**config.mk**
```make
export PLATFORM = sky130hd
export DESIGN_NAME = mips_multicycle_control
export DESIGN_NICKNAME = d
export VERILOG_FILES = /design/src/rtl/mips_ctrl_pkg.sv /design/src/rtl/mips_ctrl_outdec.sv /design/src/rtl/mips_multicycle_control.sv
export SDC_FILE = /design/constraint.sdc
export NUM_CORES = 1
export LEC_CHECK = 0
export BUFFER_PORTS_ARGS = -buffer_cell sky130_fd_sc_hd__buf_2
export CORE_MARGIN = 5
export CORE_UTILIZATION = 43
export DETAILED_ROUTE_END_ITERATION = 8
export HOLD_SLACK_MARGIN = 0.03
export PLACE_DENSITY = 0.75
export SETUP_SLACK_MARGIN = 0.2
export SLEW_MARGIN = 20
export SYNTH_ARGS = -nofsm -noshare
export SYNTH_HDL_FRONTEND = slang
export SYNTH_SLANG_ARGS = --single-unit
```
**constraint.sdc**
```tcl
create_clock -name clk -period 1.85 [get_ports clk]
set_clock_uncertainty 0.1 [all_clocks]
set_input_delay 0.185 -clock clk [delete_from_list [all_inputs] [get_ports clk]]
set_output_delay 0.185 -clock clk [all_outputs]
set_load 0.1 [all_outputs]
```
**src/rtl/mips_ctrl_pkg.sv**
```systemverilog
// ============================================================================
// Module : mips_ctrl_pkg
// Brief  : State encoding, opcodes, select codes and control word for the
//          multicycle MIPS main controller.
// Rev    : 1.0 - initial release
// ============================================================================
`default_nettype none

package mips_ctrl_pkg;

  typedef enum logic [3:0] {
    S_FETCH    = 4'd0,
    S_DECODE   = 4'd1,
    S_MEMADR   = 4'd2,
    S_MEMREAD  = 4'd3,
    S_MEMWB    = 4'd4,
    S_MEMWRITE = 4'd5,
    S_EXECUTE  = 4'd6,
    S_RTYPEWB  = 4'd7,
    S_BRANCH   = 4'd8,
    S_ADDIEXEC = 4'd9,
    S_ADDIWB   = 4'd10,
    S_JUMP     = 4'd11
  } state_t;

  localparam logic [5:0] OP_RTYPE = 6'b000000;
  localparam logic [5:0] OP_LW    = 6'b100011;
  localparam logic [5:0] OP_SW    = 6'b101011;
  localparam logic [5:0] OP_BEQ   = 6'b000100;
  localparam logic [5:0] OP_J     = 6'b000010;
  localparam logic [5:0] OP_ADDI  = 6'b001000;

  // ALUOp codes are shared with the downstream ALU-control decoder
  localparam logic [1:0] ALUOP_ADD   = 2'b00;
  localparam logic [1:0] ALUOP_SUB   = 2'b01;
  localparam logic [1:0] ALUOP_FUNCT = 2'b10;

  localparam logic [1:0] SRCB_REG     = 2'b00;
  localparam logic [1:0] SRCB_FOUR    = 2'b01;
  localparam logic [1:0] SRCB_IMM     = 2'b10;
  localparam logic [1:0] SRCB_IMM_SH2 = 2'b11;

  localparam logic [1:0] PCSRC_ALU    = 2'b00;
  localparam logic [1:0] PCSRC_ALUOUT = 2'b01;
  localparam logic [1:0] PCSRC_JUMP   = 2'b10;

  typedef struct packed {
    logic       pcwrite;
    logic       pcwritecond;
    logic       iord;
    logic       memread;
    logic       memwrite;
    logic       irwrite;
    logic       memtoreg;
    logic       regdst;
    logic       regwrite;
    logic       alusrca;
    logic [1:0] alusrcb;
    logic [1:0] aluop;
    logic [1:0] pcsource;
  } ctrl_t;

endpackage

`default_nettype wire

```
**src/rtl/mips_ctrl_outdec.sv**
```systemverilog
// ============================================================================
// Module : mips_ctrl_outdec
// Brief  : Pure combinational state-to-control-word decoder.
// Rev    : 1.0 - initial release
// ============================================================================
`default_nettype none

module mips_ctrl_outdec
  import mips_ctrl_pkg::*;
(
  input  state_t i_state,
  input  logic   i_mem_ready,
  output ctrl_t  o_ctrl
);

  always_comb begin
    o_ctrl = '0;
    case (i_state)
      S_FETCH: begin
        o_ctrl.memread = 1'b1;
        o_ctrl.alusrcb = SRCB_FOUR;
        // IR and PC load only on the cycle memory actually returns the word
        o_ctrl.irwrite = i_mem_ready;
        o_ctrl.pcwrite = i_mem_ready;
      end
      S_DECODE: o_ctrl.alusrcb = SRCB_IMM_SH2;
      S_MEMADR: begin
        o_ctrl.alusrca = 1'b1;
        o_ctrl.alusrcb = SRCB_IMM;
      end
      S_MEMREAD: begin
        o_ctrl.memread = 1'b1;
        o_ctrl.iord    = 1'b1;
      end
      S_MEMWB: begin
        o_ctrl.memtoreg = 1'b1;
        o_ctrl.regwrite = 1'b1;
      end
      S_MEMWRITE: begin
        o_ctrl.memwrite = 1'b1;
        o_ctrl.iord     = 1'b1;
      end
      S_EXECUTE: begin
        o_ctrl.alusrca = 1'b1;
        o_ctrl.alusrcb = SRCB_REG;
        o_ctrl.aluop   = ALUOP_FUNCT;
      end
      S_RTYPEWB: begin
        o_ctrl.regdst   = 1'b1;
        o_ctrl.regwrite = 1'b1;
      end
      S_BRANCH: begin
        o_ctrl.alusrca     = 1'b1;
        o_ctrl.alusrcb     = SRCB_REG;
        o_ctrl.aluop       = ALUOP_SUB;
        o_ctrl.pcsource    = PCSRC_ALUOUT;
        o_ctrl.pcwritecond = 1'b1;
      end
      S_ADDIEXEC: begin
        o_ctrl.alusrca = 1'b1;
        o_ctrl.alusrcb = SRCB_IMM;
      end
      S_ADDIWB: o_ctrl.regwrite = 1'b1;
      S_JUMP: begin
        o_ctrl.pcsource = PCSRC_JUMP;
        o_ctrl.pcwrite  = 1'b1;
      end
      default: o_ctrl = '0;
    endcase
  end

endmodule

`default_nettype wire

```
**src/rtl/mips_multicycle_control.sv**
```systemverilog
// ============================================================================
// Module : mips_multicycle_control
// Brief  : Main control FSM for the multicycle MIPS datapath with
//          memory-ready stalling.
// Rev    : 1.0 - initial release
// ============================================================================
`default_nettype none

module mips_multicycle_control
  import mips_ctrl_pkg::*;
#(
  parameter logic MEM_WAIT_EN = 1'b1
) (
  input  logic       clk,
  input  logic       rst_n,
  input  logic [5:0] Op,
  input  logic       MemReady,
  output logic       PCWrite,
  output logic       PCWriteCond,
  output logic       IorD,
  output logic       MemRead,
  output logic       MemWrite,
  output logic       IRWrite,
  output logic       MemtoReg,
  output logic       RegDst,
  output logic       RegWrite,
  output logic       ALUSrcA,
  output logic [1:0] ALUSrcB,
  output logic [1:0] ALUOp,
  output logic [1:0] PCSource,
  output logic       IllegalOp,
  output logic [3:0] State
);

  state_t r_state;
  state_t w_next;
  logic   w_mem_ready;
  logic   w_illegal;
  ctrl_t  w_ctrl;

  assign w_mem_ready = MEM_WAIT_EN ? MemReady : 1'b1;

  always_ff @(posedge clk) begin
    if (!rst_n) r_state <= S_FETCH;
    else        r_state <= w_next;
  end

  always_comb begin
    w_next    = S_FETCH;
    w_illegal = 1'b0;
    case (r_state)
      S_FETCH: w_next = w_mem_ready ? S_DECODE : S_FETCH;
      S_DECODE: begin
        case (Op)
          OP_RTYPE:     w_next = S_EXECUTE;
          OP_LW, OP_SW: w_next = S_MEMADR;
          OP_BEQ:       w_next = S_BRANCH;
          OP_ADDI:      w_next = S_ADDIEXEC;
          OP_J:         w_next = S_JUMP;
          default: begin
            w_next    = S_FETCH;
            w_illegal = 1'b1;
          end
        endcase
      end
      S_MEMADR: begin
        if (Op == OP_LW)      w_next = S_MEMREAD;
        else if (Op == OP_SW) w_next = S_MEMWRITE;
        else                  w_next = S_FETCH;
      end
      S_MEMREAD:  w_next = w_mem_ready ? S_MEMWB : S_MEMREAD;
      S_MEMWRITE: w_next = w_mem_ready ? S_FETCH : S_MEMWRITE;
      S_EXECUTE:  w_next = S_RTYPEWB;
      S_ADDIEXEC: w_next = S_ADDIWB;
      // Writeback/branch/jump states and unreachable codes all return to fetch
      default:    w_next = S_FETCH;
    endcase
  end

  mips_ctrl_outdec u_outdec (
    .i_state     (r_state),
    .i_mem_ready (w_mem_ready),
    .o_ctrl      (w_ctrl)
  );

  assign PCWrite     = rst_n & w_ctrl.pcwrite;
  assign PCWriteCond = rst_n & w_ctrl.pcwritecond;
  assign IorD        = rst_n & w_ctrl.iord;
  assign MemRead     = rst_n & w_ctrl.memread;
  assign MemWrite    = rst_n & w_ctrl.memwrite;
  assign IRWrite     = rst_n & w_ctrl.irwrite;
  assign MemtoReg    = rst_n & w_ctrl.memtoreg;
  assign RegDst      = rst_n & w_ctrl.regdst;
  assign RegWrite    = rst_n & w_ctrl.regwrite;
  assign ALUSrcA     = rst_n & w_ctrl.alusrca;
  assign ALUSrcB     = {2{rst_n}} & w_ctrl.alusrcb;
  assign ALUOp       = {2{rst_n}} & w_ctrl.aluop;
  assign PCSource    = {2{rst_n}} & w_ctrl.pcsource;
  assign IllegalOp   = rst_n & w_illegal;
  assign State       = r_state;

endmodule

`default_nettype wire

```
==> results.md, run 1 <==
- FFs w/ async S/R, synth: 0%
- Largest family of logic cells by synthesized area: simple AND/OR/NAND/NOR gates
- YS warnings: 0
- DP Wirelength: between 1000 and 1500 um
- CTS resizes: 22
- Synth Net Count: between 90 and 100
- CTS root buf: clkbuf_4
- Stopped at: clock tree synthesis
- Mux share of post-synthesis cell area: around 1.8%
- Synth Area in XOR/XNOR: about 3.1%
- Synthesized cell area: about 560 um2
- Sequential fraction of the synthesis area: between 10% and 20%
- Leading area contributor after synthesis: dfxtp_1
- Count of cell types in the netlist: 38
- Post-synth EDFFs: 0
- Initial Utilization: 44.3%
- Die Span Y: roughly 46 um
- Simple-Gate Fraction of Synth Area: around half
- Count leader, synth: nor2_1
- Top post-synthesis cells by count: 9 x nor2_1, 7 x nor3_1, 5 x nand2_1, 5 x nand2b_1
- Adder-cell share of the synthesized area: 0%
- Yosys top cell area share: roughly 14%
- Hold buffer count at CTS: 0
- H-tree Lvls: 1
- Dominant synthesized flop cell: dfxtp_1
- Mean Syn Cell Area: between 6 and 7 um2
- Mapped Cells: a little over 80
- Tool error: [ERROR DPL-0038] Utilization greater than 100%, impossible to legalize
- Cts bufs inserted: 3
- Ranking of synthesized cells by area: dfxtp_1 14%, nor3_1 6.2%, nor2_1 6.0%, nand2b_1 5.6%, nand3b_1 4.0%
- Placement Setup Slack: 0.0385 ns
- Std cell rows: 13
- Die X: 46.1 um
- Clock sink count: 4
- IO Count: 30
- #FFs+latches synth: 4
- Port-buffer cells: 29
- Clock buffer depth: 2
- Compound-cell area share of the yosys netlist: 23.2%
- # Post-CTS Setup Buffers: 25
- Outcome: aborted with a tool error
- Final GP Congestion: around 0.8
## cell families after synthesis
| family | after synthesis |
|---|---|
| and+or+nand+nor | 50 |
| AOI/OAI and AO/OA | 19 |
| buffers and inverters | 7 |
| DFF | 4 |
| xor gates and xnor gates | 2 |
| muxes | 1 |
## through the flow
stage | setup TNS, ns | instance area [um2] | std cells
after detailed placement | 0 | 1090 | 122
after global placement | 0 | 1090 | 122
after floorplan | -4.63 | 751 | 83
==> run 2: changes to the inputs <==
CORE_AREA = 5 5 66 68   (was unset)
CORE_MARGIN = unset   (was 5)
CORE_UTILIZATION = unset   (was 43)
DIE_AREA = 0 0 71 73   (was unset)
HOLD_SLACK_MARGIN = unset   (was 0.03)
PLACE_DENSITY = unset   (was 0.75)
PLACE_DENSITY_LB_ADDON = 0.15   (was unset)
SETUP_SLACK_MARGIN = unset   (was 0.2)
==> results.md, run 2 <==
- Cts bufs inserted: 3 (unchanged)
- FF+latch area: around 95 um2
- Port-buffer cells: 29 (unchanged)
- Routed Wire Length: 2170 um
- CTS tree: done
- Ranking of synthesized cells by area: dfxtp_1 14%, nor3_1 6.2%, nor2_1 6.0%, nand2b_1 5.6%, nand3b_1 4.0% (unchanged)
- Most frequent cells in the layout: 15 x buf_12, 13 x buf_2, 9 x buf_4, 5 x nor2_4
- Hold Crit Class: input port to flip-flop
- Multi-input gate area: 598 um2
- Count of cell types in the netlist: 38 (unchanged)
- Synthesized cell area: 562 um2 (unchanged)
- WP data arrival: about 1.5 ns
- Crit path time final: approximately 1.8 ns
- Tcrit/Tclk final: approximately 95%
- Final GP Congestion: 0.750 (was 0.801)
- RSZ-0062 raised after global routing: no
- Max reg flops: 4
- H-tree Lvls: 1 (unchanged)
- Power Density: ~370 mW/mm2
- VDD IR max: approximately 0.12 mV
- Synth Net Count: 92 (unchanged)
- Worst Path Max Fanout: 15
- Sw Share: a little under two fifths
- Number of hold violations in the final report: 0
- Fillers: roughly 400
- DR WL met3: approximately 110 um
- Slew @ Worst Pin: 0.493 ns
- CP endpoint: PCWrite
- DRT met1 WL: approximately 1000 um
- FFs w/ async S/R, synth: 0% (unchanged)
- YS warnings: 0 (unchanged)
- Core Area: around 0.0038 mm2
- FF-to-FF End: State[0]
- #FFs+latches synth: 4 (unchanged)
- MaxCap Viol Count: 0
- Final nets: approximately 130
- Final-report max-slew violation count: 0
- Non-filler cells, final: 168
- Leakage: 0.455 nW
- Clk slew on worst S/H paths: ~0.03 ns
- Layout area overhead: 123%
- Critical Path Sink Type: primary output
- Worst path required time: approximately 1.6 ns
- DR iter-0 viols: 20
- Dominant synthesized flop cell: dfxtp_1 (unchanged)
- Grt ovf: 0
- Switching power of the nets: 168 uW
- Met2 WL post-DR: approximately 1100 um
- DRC Markers: 0
- CP Class: flip-flop to primary output
- Post-synth EDFFs: 0 (unchanged)
- Initial Utilization: 14.8% (was 44.3%)
- Number of routed nets with antenna violations: 0
- Total Routing Usage GR: under 10%
- Final setup viols: 0
- Startpoint Class: flip-flop
- R2R depth: 5
- Antenna violations before repair: 0
- Vias/cell: around 4.4
- Std cell rows: 23 (was 13)
- Vias in the first global route: between 700 and 800
- Yosys top cell area share: 14.3% (unchanged)
- Count leader, synth: nor2_1 (unchanged)
- IO Count: 30 (unchanged)
- Die footprint: about 0.0052 mm2
- Seq pwr share: between 10% and 20%
- Highest Signal Layer: met3
- Die X: 71 um (was 46.1 um)
- Sequential fraction of the synthesis area: 14.3% (unchanged)
- Die Span Y: 73 um (was 46.1 um)
- Most common cell after layout, fill and taps aside: buf_12
- Final core occ: 33.0%
- Clock Power Share: roughly two fifths
- Gate power share: roughly 41%
- CP startpoint: State[1]
- Largest net degree at the start of global routing: 19
- Worst slew margin: around 67%
- DR pass1 iterations: 4
- Int Power: ~290 uW
- DP Wirelength: 1700 um (was 1340 um)
- Clk_lat worst skew: ~0.21 ns
- Fmax: between 500 and 600 MHz
- Cells after DPL: 160 (was 122)
- CTS root buf: clkbuf_8 (was clkbuf_4)
- DR vias: about 750
- Clock sink count: 4 (unchanged)
- Ant. Diodes: 0
- Mean Syn Cell Area: 6.77 um2 (unchanged)
- Critical R2R Launch: State[0]
- Layout cells sized above 1: between 50% and 60%
- Top post-synthesis cells by count: 9 x nor2_1, 7 x nor3_1, 5 x nand2_1, 5 x nand2b_1 (unchanged)
- WL/cell: roughly 13 um
- Leading area contributor after synthesis: dfxtp_1 (unchanged)
- Clock buffer depth: 2 (unchanged)
- R2r setup slk: 0.42 ns
- Mapped Cells: 83 (unchanged)
- Outcome: complete, no violations (was aborted with a tool error)
- First-pass GRT wire length: about 3700 um
-- run 2: cell counts after synthesis --
Identical to the previous run, type by type.
-- run 2: how the worst min path moves through the flow --
| stage | from | depth (start not counted) | to |
|---|---|---|---|
| after floorplan | Op[3] | 2 | State[2] |
| after global placement | Op[3] | 3 | State[2] |
| after detailed placement | Op[3] | 3 | State[2] |
| after CTS | Op[3] | 3 | State[2] |
| after global routing | Op[3] | 3 | State[2] |
| final | Op[3] | 3 | State[2] |
-- run 2: cells by family (layout without fill, tap and decap cells) --
kind of cell	Yosys count	in the layout	synth area share, %
flops	4	4	14.3
mux	1	1	1.78
simple gates	50	50	51.7
compound gates	19	19	23.2
xor+xnor	2	2	3.12
buf+inv	7	42	6.01
-- run 2: power by group through the flow --
stage               combinational (mW)  sequential (mW)  clock [mW]
floorplan                        0.112            0.100           0
global placement                 0.174           0.0953           0
detailed placement               0.176           0.0956           0
CTS                              0.177           0.0945       0.183
global route                     0.199           0.0907       0.191
finish                           0.189           0.0901       0.178
-- run 2: cell type report --
type | instances | share of cell area [%]
repair buffers | 39 | 36.4
flip-flops and latches | 4 | 7.59
clock buffers | 3 | 3.30
multi-input cells | 72 | 47.8
well taps | 50 | 5.00
-- run 2: critical path: stages, from the launching register on --
cell     delay [ns]
dfxtp_4        0.44
buf_6          0.18
nor3_4         0.05
and3b_4        0.20
or2_4          0.23
buf_12         0.16
-- run 2: per-layer routing --
metal,GRT usage (%),up-vias
met2,14.0,19
met3,1.52,0
met1,11.9,346
met4,3.13,0
li1,-,381
met5,0,-
-- run 2: timing repair --
action / 4_1_cts / 5_1_grt
setup buffers: 0 / 5
hold buffers: 0 / 0
resized for setup: 2 / 5
setup endpoints to repair: 2 / 6
pin swaps: 0 / 2
-- run 2: stage by stage --
step	hold WS, ns	TNS, ns	power, mW	cell area (um2)	setup slack (ns)
after floorplan	0.237	-4.63	0.213	744	-0.838
after global placement	0.414	0	0.270	1150	0.0653
after detailed placement	0.426	0	0.271	1150	0.0561
after CTS	0.205	0	0.454	1200	0.0347
after global routing	0.244	0	0.481	1250	0.00768
final	0.206	0	0.457	1250	0.0841
No activity file was read; power rests on OpenSTA's default activity.
